[config.mk]
export PLATFORM = sky130hd
export DESIGN_NAME = ram_access_ctrl
export DESIGN_NICKNAME = d
export VERILOG_FILES = /design/src/rtl/ram_access_ctrl.sv
export SDC_FILE = /design/constraint.sdc
export NUM_CORES = 1
export LEC_CHECK = 0
export ABC_AREA = 1
export BUFFER_PORTS_ARGS = -buffer_cell sky130_fd_sc_hd__clkbuf_2
export CAP_MARGIN = 20
export CORE_ASPECT_RATIO = 1.75
export CORE_MARGIN = 10
export CORE_UTILIZATION = 54
export DETAILED_ROUTE_END_ITERATION = 7
export PLACE_DENSITY_LB_ADDON = 0.25
export SETUP_SLACK_MARGIN = 0.15
export SYNTH_ARGS = -nofsm -noshare
export SYNTH_HDL_FRONTEND = slang
export SYNTH_SLANG_ARGS = --single-unit
[constraint.sdc]
create_clock -name clk -period 5 [get_ports clk]
set_clock_uncertainty 0.15 [all_clocks]
set_input_delay 0 -clock clk [delete_from_list [all_inputs] [get_ports clk]]
set_output_delay 0 -clock clk [all_outputs]
set_load 0.01 [all_outputs]
[src/rtl/ram_access_ctrl.sv]
// ram_access_ctrl: initiator for one single-port RAM (cs/we/oe pins).
// Takes read/write requests on a valid/ready channel, drives the RAM pins
// from registers, and returns captured read data on a valid/ready response
// channel. Also counts completed writes and accepted read responses.
module ram_access_ctrl #(
  parameter int AW = 4,
  parameter int DW = 16
) (
  input  logic          clk,
  input  logic          rst,
  input  logic          req_valid,
  output logic          req_ready,
  input  logic          req_write,
  input  logic [AW-1:0] req_addr,
  input  logic [DW-1:0] req_wdata,
  output logic          rsp_valid,
  input  logic          rsp_ready,
  output logic [DW-1:0] rsp_rdata,
  output logic          ram_cs,
  output logic          ram_we,
  output logic          ram_oe,
  output logic [AW-1:0] ram_addr,
  output logic [DW-1:0] ram_wdata,
  input  logic [DW-1:0] ram_rdata,
  output logic [15:0]   wr_count,
  output logic [15:0]   rd_count
);

  typedef enum logic [1:0] {
    IDLE = 2'd0,
    WR   = 2'd1,
    RD   = 2'd2,
    RESP = 2'd3
  } state_t;

  state_t state;
  state_t state_next;
  logic   accept;

  assign req_ready = (state == IDLE);
  assign accept    = req_valid && req_ready;

  // State register; reset abandons any access in flight.
  always_ff @(posedge clk or posedge rst) begin
    if (rst) begin
      state <= IDLE;
    end else begin
      state <= state_next;
    end
  end

  // Next state: WR and RD are single-cycle, RESP waits for the consumer.
  always_comb begin
    state_next = state;
    case (state)
      IDLE:    if (accept) state_next = req_write ? WR : RD;
      WR:      state_next = IDLE;
      RD:      state_next = RESP;
      RESP:    if (rsp_ready) state_next = IDLE;
      default: state_next = IDLE;
    endcase
  end

  // RAM pin drivers: raised on acceptance, dropped on the edge that completes the access.
  always_ff @(posedge clk or posedge rst) begin
    if (rst) begin
      ram_cs    <= 1'b0;
      ram_we    <= 1'b0;
      ram_oe    <= 1'b0;
      ram_addr  <= '0;
      ram_wdata <= '0;
    end else begin
      case (state)
        IDLE: begin
          if (accept) begin
            ram_addr  <= req_addr;
            ram_wdata <= req_wdata;
            ram_cs    <= 1'b1;
            ram_we    <= req_write;
            ram_oe    <= !req_write;
          end
        end
        WR: begin
          ram_cs <= 1'b0;
          ram_we <= 1'b0;
        end
        RD: begin
          ram_cs <= 1'b0;
          ram_oe <= 1'b0;
        end
        default: begin
          ram_cs <= 1'b0;
          ram_we <= 1'b0;
          ram_oe <= 1'b0;
        end
      endcase
    end
  end

  // Response register: ram_rdata is only sampled leaving RD, when the RAM is actually driving it.
  always_ff @(posedge clk or posedge rst) begin
    if (rst) begin
      rsp_valid <= 1'b0;
      rsp_rdata <= '0;
    end else if (state == RD) begin
      rsp_valid <= 1'b1;
      rsp_rdata <= ram_rdata;
    end else if (state == RESP && rsp_ready) begin
      rsp_valid <= 1'b0;
    end
  end

  // Completion counters: a write counts on its completing edge, a read when its response is taken.
  always_ff @(posedge clk or posedge rst) begin
    if (rst) begin
      wr_count <= 16'd0;
      rd_count <= 16'd0;
    end else begin
      if (state == WR) begin
        wr_count <= wr_count + 16'd1;
      end
      if (state == RESP && rsp_ready) begin
        rd_count <= rd_count + 16'd1;
      end
    end
  end

endmodule

==> results.json <==
{
  "outcome": "complete, no violations",
  "drtIter0Drc": 193,
  "cp_max_fo": 22,
  "critPathArrivalTime_ns": 2.09,
  "synth_top_area_cell": "dfrtp_1",
  "ys_seq_area_share_pct": 56.3,
  "first_global_vias": 3199,
  "drc": 0,
  "grt_start_max_net_pins": 75,
  "power.density_nw_per_um2": 490,
  "finalPower_mw": 2.21,
  "fin_area_sq_um": 4510,
  "critPathLaunchType": "flop",
  "timing.final.max_slew_violations": 0,
  "yosys.area.top_type_share_pct": 56.3,
  "routed_wl_mm": 9.26,
  "grt_pass1_wl_mm": 15.1,
  "rsz0062_at_grt": "false",
  "final_common_cell": "nand2_1",
  "clk_pin_slew_ns": 0.07,
  "drt.antenna.violating_nets": 0,
  "ys_types": 24,
  "gp_congestion": 0.799,
  "die_w_um": 79,
  "max_freq_ghz": 0.502,
  "ios": 114,
  "total_leakage_power_nw": 2.55,
  "crit_type": "reg2reg",
  "max_slew_margin_pct": 38.5,
  "ys_async_sr_fraction_pct": 100,
  "cts_tree": "built",
  "cts_buffer_depth": 2,
  "ir_drop_uv": 343,
  "synth_warnings": 0,
  "cts_setup_buffers": 0,
  "setup_viol": 0,
  "grtUsageTotal_pct": 19.7,
  "cts-root-buf": "clkbuf_8",
  "die_area_sq_um": 9740,
  "cts_buffers": 9,
  "vias": 3099,
  "layout-area-overhead-vs-synth_pct": 37.2,
  "period_share_pct": 39.8,
  "top_usage_layer": "met2",
  "period_needed_ns": 1.99,
  "met2_usage_pct": 33.7,
  "synth-edff-count": 0,
  "layout_common_cells": "nand2_1 (146), clkbuf_2 (113), dfrtp_1 (74)",
  "worstPathRequired_ns": 5.09,
  "rows": 37,
  "fin_nets": 580,
  "synth-seq-cells": 74,
  "synth_ff_type": "dfrtp_1",
  "syn_area_per_cell_sq_um": 8.61,
  "dpl-instance-area_sq_um": 3920,
  "hpwl_mm": 6.27,
  "portBuffers": 113,
  "drive_gt1_share_pct": 27.0,
  "netlist_area_sq_um": 3290,
  "gr-total-overflow": 0,
  "die_y_um": 123,
  "hold_viol": 0,
  "cts_htree_levels": 3,
  "drv_cap": 0,
  "via_per_inst": 5.01,
  "placed_cells_incl_taps": 565,
  "core-area_sq_um": 5930,
  "synth_area_leaders": "dfrtp_1 (56%), nand2_1 (17%), nand3_1 (5.2%)",
  "clkLatencyLatePin_ns": 0.36,
  "initial_core_util_pct": 55.5,
  "n_fill_cell": 434,
  "syn_nets": 425,
  "antenna_found_initial": 1,
  "tightest_slew_ns": 0.922,
  "setup_tns_ns": 0,
  "drt-pass1-iter-count": 4,
  "cts_num_sinks": 74,
  "grtUsageMet3_pct": 7.41,
  "grtUsageMet1_pct": 19.5,
  "wl_per_cell_um": 15.0,
  "hp-class": "in2reg",
  "end_kind": "flop",
  "synth_cells": 382,
  "finalNonFillerCells": 619
}
through the flow:
stage               hold slack, ns  worst slack, ns  util [%]
global placement            0.0513             3.12      66.1
CTS                         0.0406             3.03      76.1
detailed placement          0.0564             3.02      66.1
global route                0.0819             2.86      76.2
finish                      0.0538             3.01      76.2
floorplan                  -0.0525             2.97         -
cell type report:
cell class	instances	area (sq um)	area share, %
clock inverters	3	65.1	1.44
flip-flops and latches	74	1850	41.0
repair buffers	153	963	21.3
inverters	37	139	3.08
clock buffers	11	141	3.13
diodes	1	2.50	0.0554
well taps	78	97.6	2.16
multi-input cells	262	1250	27.8
synth_stat cells (3+ instances only):
| cell type | n |
|---|---|
| buf_2 | 6 |
| dfrtp_1 | 74 |
| inv_1 | 34 |
| inv_2 | 3 |
| nand2_1 | 146 |
| nand2_2 | 5 |
| nand3_1 | 34 |
| nand4_1 | 3 |
| nor2_1 | 25 |
| nor2_2 | 3 |
| nor2_4 | 5 |
| nor3_1 | 3 |
| o21ai_0 | 8 |
| xnor2_1 | 5 |
| xor2_1 | 16 |
routing by layer:
layer | routed length [um] | vias to the layer above | part of all wire [%]
met5 | 0 | - | 0
met4 | 381 | 0 | 4.1
met3 | 710 | 35 | 7.7
met2 | 4970 | 121 | 54
met1 | 3200 | 1460 | 35
li1 | - | 1483 | -
critical path, stage by stage (launching register included):
cell     delay, ns
dfrtp_1       0.48
inv_1         0.13
nand2_2       0.10
inv_2         0.28
nand2_1       0.46
nand2_1       0.21
nand2_1       0.06
flip-flops by register name, indices dropped and copies added, names as in the netlist, 2 cells and up:
signal	count
ram_addr	4
ram_wdata	16
rd_count	16
rsp_rdata	16
state	2
wr_count	16
repair_timing:
| item | in CTS | in global routing |
|---|---|---|
| hold buffers | 39 | 0 |
| endpoints found under the setup margin | 0 | 0 |
| resized for setup | 0 | 0 |
| endpoints found under the hold margin | 120 | 0 |
report_power, final:
part	switching, mW	internal [mW]
Combinational	0.486	0.284
Clock	0.210	0.288
Sequential	0.147	0.795
Total	0.843	1.37
cell families (layout without fill, tap and decap cells):
family	count (synthesis)	count (layout)	synth area share, %
and+or+nand+nor	227	227	29.8
other	0	1	0
xor gates and xnor gates	21	21	5.59
adders and majority gates	2	2	0.761
DFF	74	74	56.3
buffers and inverters	46	204	5.59
AOI/OAI and AO/OA	12	12	1.98
worst paths after layout:
path / cells past startpoint / end / slack [ns] / startpoint
setup / recovery: 6 / ram_wdata[1] / 3.01 / state[0]
hold / removal: 3 / ram_wdata[1] / 0.05 / req_valid
setup reg to reg: 6 / ram_wdata[1] / 3.01 / state[0]
hold reg to reg: 2 / ram_addr[1] / 0.32 / ram_addr[1]
max in group asynchronous: 4 / rd_count[8] / 3.78 / rst
min in group asynchronous: 4 / rsp_rdata[6] / 0.30 / rst
Note: power is estimated with default switching activity, not from simulation.
